## src/rtl/sequence_round_engine.sv

```systemverilog
// rtl/sequence_round_engine.sv - memory-game round controller: playback then checking of player presses
//
// Drives the address of a 16x4 registered-read sequence RAM, plays entries 0..limit
// on the LEDs, then checks the player's button presses against the same entries.
//
// Ports:
//   clk        in   single clock, rising edge
//   reset      in   synchronous, active-high
//   start      in   begin a round (sampled only in IDLE)
//   limit      in   index of last entry of the round, sampled at start
//   buttons    in   player buttons, level, synchronised/debounced
//   ram_addr   out  registered RAM address
//   ram_q      in   RAM data, valid one clock after ram_addr changes
//   leds       out  colour display
//   busy       out  high in every state except IDLE
//   round_ok   out  1-clk pulse, all entries matched
//   round_err  out  1-clk pulse, wrong press
//   timeout    out  1-clk pulse, no press in time
//   err_index  out  index of the failing entry, held until next start
module sequence_round_engine #(
    parameter int ADDR_W         = 4,
    parameter int DATA_W         = 4,
    parameter int SHOW_CYCLES    = 1000,
    parameter int GAP_CYCLES     = 250,
    parameter int TIMEOUT_CYCLES = 5000
) (
    input  logic              clk,
    input  logic              reset,
    input  logic              start,
    input  logic [ADDR_W-1:0] limit,
    input  logic [DATA_W-1:0] buttons,
    output logic [ADDR_W-1:0] ram_addr,
    input  logic [DATA_W-1:0] ram_q,
    output logic [DATA_W-1:0] leds,
    output logic              busy,
    output logic              round_ok,
    output logic              round_err,
    output logic              timeout,
    output logic [ADDR_W-1:0] err_index
);

    typedef enum logic [2:0] {
        IDLE, S_FETCH, S_ON, S_OFF, I_FETCH, I_WAIT, I_RELEASE
    } state_t;

    localparam int MAX_A = (SHOW_CYCLES > GAP_CYCLES) ? SHOW_CYCLES : GAP_CYCLES;
    localparam int MAX_C = (MAX_A > TIMEOUT_CYCLES) ? MAX_A : TIMEOUT_CYCLES;
    localparam int CNT_W = $clog2(MAX_C + 1);

    state_t            state;
    logic [ADDR_W-1:0] idx;
    logic [ADDR_W-1:0] lim;
    logic [CNT_W-1:0]  cnt;
    logic [DATA_W-1:0] btn_prev;
    logic              press;

    // Only a 0 -> non-zero transition counts, so buttons held across the
    // entry into I_WAIT are ignored until released and pressed again.
    assign press = (buttons != '0) && (btn_prev == '0);

    // ram_q is itself registered and the state is registered, so the LED
    // value is a clean function of flops and shows exactly while in S_ON.
    assign leds = (state == S_ON) ? ram_q : '0;
    assign busy = (state != IDLE);

    always_ff @(posedge clk) begin
        if (reset) begin
            state     <= IDLE;
            idx       <= '0;
            lim       <= '0;
            cnt       <= '0;
            ram_addr  <= '0;
            btn_prev  <= '0;
            round_ok  <= 1'b0;
            round_err <= 1'b0;
            timeout   <= 1'b0;
            err_index <= '0;
        end else begin
            round_ok  <= 1'b0;
            round_err <= 1'b0;
            timeout   <= 1'b0;
            btn_prev  <= buttons;
            case (state)
                IDLE: begin
                    if (start) begin
                        idx       <= '0;
                        lim       <= limit;
                        ram_addr  <= '0;
                        err_index <= '0;
                        cnt       <= '0;
                        state     <= S_FETCH;
                    end
                end
                S_FETCH: begin
                    cnt   <= '0;
                    state <= S_ON;
                end
                S_ON: begin
                    if (cnt == CNT_W'(SHOW_CYCLES - 1)) begin
                        cnt   <= '0;
                        state <= S_OFF;
                    end else begin
                        cnt <= cnt + 1'b1;
                    end
                end
                S_OFF: begin
                    if (cnt == CNT_W'(GAP_CYCLES - 1)) begin
                        cnt <= '0;
                        if (idx == lim) begin
                            idx      <= '0;
                            ram_addr <= '0;
                            state    <= I_FETCH;
                        end else begin
                            idx      <= idx + 1'b1;
                            ram_addr <= idx + 1'b1;
                            state    <= S_FETCH;
                        end
                    end else begin
                        cnt <= cnt + 1'b1;
                    end
                end
                I_FETCH: begin
                    cnt   <= '0;
                    state <= I_WAIT;
                end
                I_WAIT: begin
                    if (press) begin
                        if (buttons == ram_q) begin
                            state <= I_RELEASE;
                        end else begin
                            err_index <= idx;
                            round_err <= 1'b1;
                            state     <= IDLE;
                        end
                    end else if (cnt == CNT_W'(TIMEOUT_CYCLES - 1)) begin
                        err_index <= idx;
                        timeout   <= 1'b1;
                        state     <= IDLE;
                    end else begin
                        cnt <= cnt + 1'b1;
                    end
                end
                I_RELEASE: begin
                    if (buttons == '0) begin
                        if (idx == lim) begin
                            round_ok <= 1'b1;
                            state    <= IDLE;
                        end else begin
                            idx      <= idx + 1'b1;
                            ram_addr <= idx + 1'b1;
                            state    <= I_FETCH;
                        end
                    end
                end
                default: state <= IDLE;
            endcase
        end
    end

endmodule

```

## config.mk

```make
export PLATFORM = sky130hd
export DESIGN_NAME = sequence_round_engine
export DESIGN_NICKNAME = d
export VERILOG_FILES = /design/src/rtl/sequence_round_engine.sv
export SDC_FILE = /design/constraint.sdc
export NUM_CORES = 1
export LEC_CHECK = 0
export CAP_MARGIN = 20
export CORE_MARGIN = 4
export CORE_UTILIZATION = 40
export DETAILED_ROUTE_END_ITERATION = 16
export SLEW_MARGIN = 0
export SYNTH_ARGS = -nofsm -noshare
export SYNTH_HDL_FRONTEND = slang
export SYNTH_SLANG_ARGS = --single-unit
```

## constraint.sdc

```tcl
create_clock -name clk -period 2.4 [get_ports clk]
set_input_delay 0.48 -clock clk [delete_from_list [all_inputs] [get_ports clk]]
set_output_delay 0.48 -clock clk [all_outputs]
set_load 0.05 [all_outputs]
```

==> run summary, run 1 <==
The destination of the worst hold path is err_index[0]. The layout-stage area growth over the synthesis result is 40.2%. The number of enable-type register cells in the synthesized netlist is 0. The clock skew after layout is 0.00598 ns. The overall via count from detail_route is 1,916. The initial utilization of the core area, before any placement, comes to 41.5%. The number of clock sinks is 35. The maximum number of pins on one net before global-route repair is 34.

The number of antenna diodes in the final layout is 0. The final antenna-violating net count is 0. Per report_power, the clock group accounts for 19.8% of the total. Summing the sequential cell areas from Yosys gives 35.8% of the chip area.

The number of cells on the worst reg-to-reg path is 6. Setup repair after global routing could not meet its margin everywhere. CTS placed an instance of clkbuf_8 at the clock tree root.

The DRC violation count after routing came out at 0. The power dissipated by switching net loads came out at 843 uW. After synthesis, the largest family of logic cells by area is simple AND/OR/NAND/NOR gates. The summed negative setup slack over all endpoints came out at 0 ns.

For this design the top-level I/O count stands at 31. TritonCTS built the clock tree. Measured on the finished design, the core utilization comes to 58.2%. The first-pass GRT wire length is 8290 um. The clock-pin slew on the worst setup and hold paths is 0.07 ns. The portion of total power attributed to combinational logic came out at 47.7%.

The insertion delay to the later sink of the worst-skew pair came out at 0.28 ns. The core area came out at 4720 um^2. The number of design-rule violations left by the first detailed-router iteration is 148. The synthesized netlist net count came out at 245.

The horizontal die dimension came out at 78.0 um. The power density over the cells came out at 797 nW/um^2. The part of the cycle the worst path needs came out at 98.6%.

The die area came out at 6080 um^2. For this run, the number of Yosys warnings is 0. The synthesized flop and latch total is 35. The internal portion of the total power is 1.35 mW. The flop-to-flop setup slack is 0.14 ns. The fraction of synthesized area in multiplexers came out at 4.09%.

The critical path start-end classification is input port to flip-flop. The routed length per instance is 14.6 um. The peak ir drop on the vdd network came out at 0.000392 V. The number of setup violations in the final report is 0. The share of synthesized cell area in full adder, half adder and majority cells came out at 1.92%.

The final number of max-transition violations is 0. After synthesis, the netlist uses 48 different library cells. Port buffering added 30 buffers. The xor-xnor portion of the synthesized cell area is 4.02%. The number of antenna violations at the first check in global routing came out at 0.

The worst min-delay path category is flip-flop to flip-flop. The number of nets in the finished design is 302. In this run the core area contains 25 standard-cell rows. The number of instances in the synthesized netlist is 227. The slew at the pin closest to its max-slew limit came out at 0.823 ns. The mean number of vias per cell is 5.46. The launch instance of the worst register-to-register path is cnt[0]. The total leakage power is 0.928 nW.

The total global-route track usage came out at 16.9%. The per-instance average area after synthesis is 8.63 um^2. Max-cap violations in this run came to 0. In the final layout, flip-flops and latches occupy 701 um^2. The fraction of registers with async set/reset came out at 0%. The mapped cell area came out at 1960 um^2. The H-tree was split into 2 levels.

The final-report hold violation count is 0. The switching share of total power came out at 38.5%. The final global-route overflow total is 0. The run finished with clean final reports. In this run the tightest slew margin relative to its limit is 44.6%. Timing would allow up to 423 MHz.

In the final layout, the share of cells above drive strength 1 is 23.9%. Counting instances, the worst hold path has a depth of 2. Among all flip-flop cells after synthesis, the most frequent one is dfxtp_1. The data arrival time of the critical path is 2.58 ns. The endpoint identified for the worst register-to-register timing path is state[0].

The placer's final routability congestion estimate came out at 0.779. The number of inserted filler cells in the final layout came out at 440. After legalization and detailed placement, the total HPWL measured 3700 um.

Along the worst path, the maximum fanout reaches 8. For this run, the detailed router's first-pass iteration total came to 4. The final routed wirelength across all metal layers is 5110 um. The proportion of power drawn by flip-flops and latches is 32.4%. The maximum clock insertion buffer count came out at 2. The worst setup path is captured at a flip-flop. The post-synthesis simple-gate area fraction is 33.3%. The area occupied by multi-input gates is 1250 um^2. The number of buffers created by CTS is 5. The data required time of the critical path is 2.61 ns. The vertical die dimension came out at 78.0 um. The number of global-route vias before repair came out at 1,755. The source of the worst hold timing path is err_index[0]. After layout, the minimum clock period comes to 2.37 ns. The post-synthesis compound-gate area fraction came out at 16.3%. STA classifies the critical path startpoint as an input port.
## state kept, by name, summed over array words and instances, names as in the netlist
name and cells:
idx 4, round_ok 1, round_err 1, timeout 1
lim 4, state 3, cnt 13, err_index 4
btn_prev 4
## Yosys cell counts (2+ instances only)
cell      instances  area share [%]
dfxtp_1          35              36
a21oi_1          18             4.6
inv_1            11             2.1
nand2_1          10             1.9
nand3b_1         10             3.8
nor2_1            9             1.7
xnor2_1           9             4.0
mux2i_1           8             4.1
o31ai_1           8             3.1
or4_1             8             3.1
nand3_1           7             1.8
o21ai_0           7             1.8
or3_1             7             2.2
clkbuf_1          6             1.1
nand4_1           6             1.9
nand2b_1          5             1.6
nor4_1            5             1.6
or3b_2            5             2.2
and2_1            4             1.3
nor2b_1           4             1.3
nor3_1            4             1.0
ha_1              3             1.9
nand4b_1          3             1.3
nor4b_1           3             1.3
a211oi_1          2            0.77
and4_2            2             1.0
nor3b_1           2            0.77
o21bai_1          2            0.77
o22ai_1           2            0.64
o311ai_0          2            0.89
o32ai_1           2            0.89
or4_4             2             1.1
## through the flow
stage          std cells  hold slack [ns]  power [mW]  cell area, um^2  setup slack [ns]
2_1_floorplan        227            0.473        1.28             1960             0.133
5_1_grt              351            0.516        2.31             2750           -0.0115
3_3_place_gp         342            0.462        1.65             2550            -0.241
4_1_cts              349            0.479        2.10             2640            0.0162
3_5_place_dp         342            0.467        1.65             2550            -0.265
6_report             351            0.474        2.19             2750            0.0340
## metal layers
metal / track usage, % / wire, um / share of wire, %
met1: 22.5 / 2400 / 47
met2: 27.1 / 2360 / 46
met3: 4.52 / 307 / 6.0
met4: 4.55 / 53 / 1.0
met5: 0 / 0 / 0
## cell families (layout without fill, tap and decap cells)
kind of cell	count (synthesis)	after routing
DFF	35	35
and+or+nand+nor	101	101
buffers and inverters	21	78
adders and majority gates	3	3
muxes	8	8
AOI/OAI and AO/OA	50	50
xor gates and xnor gates	9	9
## repair_timing
action,CTS,global route
resized for setup,0,17
hold buffers,0,0
buffers inserted,0,1
endpoints found under the setup margin,0,12
## final cells by class
type / count / share of cell area, %
multi-input combinational: 171 / 45.5
sequential: 35 / 25.5
timing repair buffer: 60 / 21.2
tap: 67 / 3.05
clock buffer: 6 / 3.01
inverter: 11 / 1.50
clock inverter: 1 / 0.182
## placed cells by master (no fill, tap or decap), drive strengths merged, types with 3 or more instances in the layout
master,instances
or4,11
clkdlybuf4s50,25
a21oi,18
nor2,9
buf,34
inv,11
nand2b,5
nor4b,3
or3b,5
dfxtp,35
clkbuf,6
nand3,7
o31ai,8
mux2i,8
ha,3
nor3,4
nand3b,10
o21ai,7
xnor2,9
nand4,6
nor4,5
nor2b,4
nand2,10
or3,7
and2,5
nand4b,3
## power by group through the flow
stage                     Combinational, mW  Clock, mW  Sequential [mW]
after floorplan                       0.566          0            0.718
after global placement                0.930          0            0.722
after detailed placement              0.933          0            0.722
after CTS                             0.936      0.453            0.708
after global routing                   1.12      0.475            0.719
final                                  1.04      0.434            0.710
## worst max-delay path by stage
stage	from	end	slack, ns	cells past startpoint
2_1_floorplan	cnt[5]	state[0]	0.13	5
3_3_place_gp	buttons[1]	cnt[5]	-0.24	7
3_5_place_dp	buttons[1]	cnt[8]	-0.26	8
4_1_cts	buttons[1]	cnt[8]	0.02	8
5_1_grt	buttons[1]	cnt[5]	-0.01	7
6_report	buttons[1]	idx[1]	0.03	7
## critical path, cell delays in order
cell,delay [ns]
clkdlybuf4s50_1,0.42
or4_4,0.58
buf_4,0.17
nor2_1,0.12
o22ai_1,0.20
or3b_2,0.48
a21oi_1,0.13
(Power assumes the default switching activity.)
==> inputs of run 2 (changes only) <==
- CAP_MARGIN: 20 -> not set
- CTS_BUF_LIST: not set -> sky130_fd_sc_hd__clkbuf_2
==> run 2 against run 1 <==
Effect of this change: first-iteration DRC count down 33%; core utilization down 3.1 points; maximum frequency grew 3.1%; largest cell class unchanged.
==> run summary, run 2 (synthesis results as in run 1) <==
Run status: finished, final reports clean (unchanged). The placed cell area is 2550 um^2 (unchanged). The clock skew after layout is 0.0224 ns (was 0.00598 ns). The count of inserted antenna diode cells is 0 (unchanged). The max-cap check violation count is 0 (unchanged). The final global-route overflow total came out at 0 (unchanged).

The effective utilization at floorplan was 41.5% (unchanged). The DRC violation count after routing came out at 0 (unchanged). The routed length per instance is 14.3 um (was 14.6 um). The number of buffers created by CTS came out at 5 (unchanged). The worst min-delay path category was flip-flop to flip-flop (unchanged).

The final routed wirelength across all metal layers is 4990 um (was 5110 um). The data arrival time of the critical path is 2.61 ns (was 2.58 ns). The total leakage power is 0.886 nW (was 0.928 nW). The most frequent standard cell in the layout excluding fill and tap cells is dfxtp_1 (unchanged). The area occupied by multi-input gates came out at 1180 um^2 (was 1250 um^2). The number of iterations in the first detailed-routing pass is 4 (unchanged). The slew at the pin closest to its max-slew limit is 0.512 ns (was 0.823 ns).

The number of global-route vias before repair came out at 1,755 (unchanged). The count of buffers inserted at the top-level ports came out at 30 (unchanged). The peak ir drop on the vdd network came out at 0.000387 V (was 0.000392 V). The insertion delay to the later sink of the worst-skew pair was 0.38 ns (was 0.28 ns). The layout-stage area growth over the synthesis result is 32.7% (was 40.2%). The final number of max-transition violations came to 0 (unchanged). The number of placed I/O pins was 31 (unchanged). The launching element type of the critical path is an input port (unchanged). The final antenna-violating net count is 0 (unchanged). The number of flip-flops under the largest register name was 13 (unchanged). The sequential standard cell area is 702 um^2 (was 701 um^2).

The placer's final routability congestion estimate is 0.779 (unchanged). The number of clock sinks is 35 (unchanged). The floorplan row count came out at 25 (unchanged). The number of inserted filler cells in the final layout came out at 460 (was 440). The maximum number of pins on one net before global-route repair came out at 34 (unchanged). The clock-pin slew on the worst setup and hold paths came to 0.18 ns (was 0.07 ns). The die area came to 6080 um^2 (unchanged).

The final-report hold violation count is 0 (unchanged). The data required time of the critical path came out at 2.71 ns (was 2.61 ns). The achievable clock frequency is 436 MHz (was 423 MHz).

The maximum clock insertion buffer count came out at 2 (unchanged). The summed negative setup slack over all endpoints came out at 0 ns (unchanged). The number of H-tree levels is 2 (unchanged). The number of setup violations in the final report is 0 (unchanged). The core area is 4720 um^2 (unchanged). The minimum setup slack after placement came out at -0.265 ns (unchanged). The number of design-rule violations left by the first detailed-router iteration came out at 99 (was 148). The CTS tree was built (unchanged).

The part of the cycle the worst path needs is 95.6% (was 98.6%). The power density over the cells came out at 740 nW/um^2 (was 797 nW/um^2). The mean number of vias per cell was 5.45 (was 5.46).

The category of the worst setup path capture point was a flip-flop (unchanged). The first-pass GRT wire length is 8310 um (was 8290 um). The horizontal die dimension is 78.0 um (unchanged).

The worst-path maximum fanout is 9 (was 8). The vertical die dimension came out at 78.0 um (unchanged). The register ranked first by flip-flop count is cnt (unchanged).

The post-route standard cell area excluding fillers is 2600 um^2 (was 2750 um^2). The estimated wirelength of the detail-placed design is 3700 um (unchanged). The final core utilization is 55.0% (was 58.2%). RSZ-0062 raised after global routing: false (was true).

The worst slew slack as a fraction of its limit came out at 65.8% (was 44.6%). The worst setup slack after layout is 0.105 ns (was 0.0340 ns). The number of hold buffers added after cts is 0 (unchanged). The cell at the root of the clock tree is clkbuf_2 (was clkbuf_8). Commonest cells after routing, fill and taps aside: 34 x dfxtp_1, 28 x buf_4, 25 x clkdlybuf4s50_1 (was 35 x dfxtp_1, 28 x buf_4, 25 x clkdlybuf4s50_1).

The overall via count from detail_route is 1,902 (was 1,916). The number of antenna violations at the first check in global routing is 0 (unchanged). The clock period minus worst slack is 2.29 ns (was 2.37 ns). The fraction of layout instances using a drive strength above 1 came to 19.9% (was 23.9%). The critical path start-end classification was input port to flip-flop (unchanged). The total global-route track usage is 16.9% (about the same).

The number of nets in the finished design is 300 (was 302).
[run 2: cell types whose count changed in the layout (fill, tap and decap cells not counted), sizes merged]
| cell | change |
|---|---|
| clkbuf | -1 |
| clkinv | +1 |
| buf | -1 |
| clkdlybuf4s15 | -1 |
[run 2: cell type report]
cell class	instances	share of cell area [%]
inverters	11	1.59
well taps	67	3.22
clock buffers	5	0.962
clock inverters	2	0.337
repair buffers	58	21.6
multi-input cells	171	45.3
flip-flops and latches	35	27.0
[run 2: repair_timing]
action	in CTS	in global routing
gates resized for setup	0	4
setup endpoints to repair	0	6
setup buffers	0	0
[run 2: metal layers]
| layer | GRT usage (%) | vias up | share of wire [%] |
|---|---|---|---|
| met3 | 4.18 | 8 | 5.0 |
| met4 | 4.55 | 0 | 1.3 |
| li1 | - | 965 | - |
| met2 | 26.9 | 54 | 45 |
| met5 | 0 | - | 0 |
| met1 | 22.7 | 875 | 48 |
[run 2: critical path, cell delays in order]
cell and delay (ns):
clkdlybuf4s50_1 0.42, or4_4 0.55, nand2_1 0.10, a31oi_1 0.11, buf_4 0.19, buf_12 0.13, or4_1 0.46, a21oi_1 0.17
[run 2: path summary, 6_finish.rpt]
kind / start / endpoint / slack, ns / depth (start not counted)
max: buttons[1] / cnt[8] / 0.11 / 8
min: err_index[0] / err_index[0] / 0.49 / 2
max reg2reg: cnt[5] / state[0] / 0.17 / 5
min reg2reg: err_index[0] / err_index[0] / 0.49 / 2
[run 2: power breakdown]
| part | internal (mW) | switching, mW |
|---|---|---|
| Clock | 0.0617 | 0.199 |
| Sequential | 0.632 | 0.0815 |
| Combinational | 0.447 | 0.502 |
| Total | 1.14 | 0.782 |
[run 2: per-stage QoR]
step / hold slack, ns / instances / power [mW]
CTS: 0.491 / 349 / 1.92
detailed placement: 0.467 / 342 / 1.65
floorplan: 0.473 / 227 / 1.28
global route: 0.529 / 349 / 2.06
global placement: 0.462 / 342 / 1.65
finish: 0.486 / 349 / 1.92
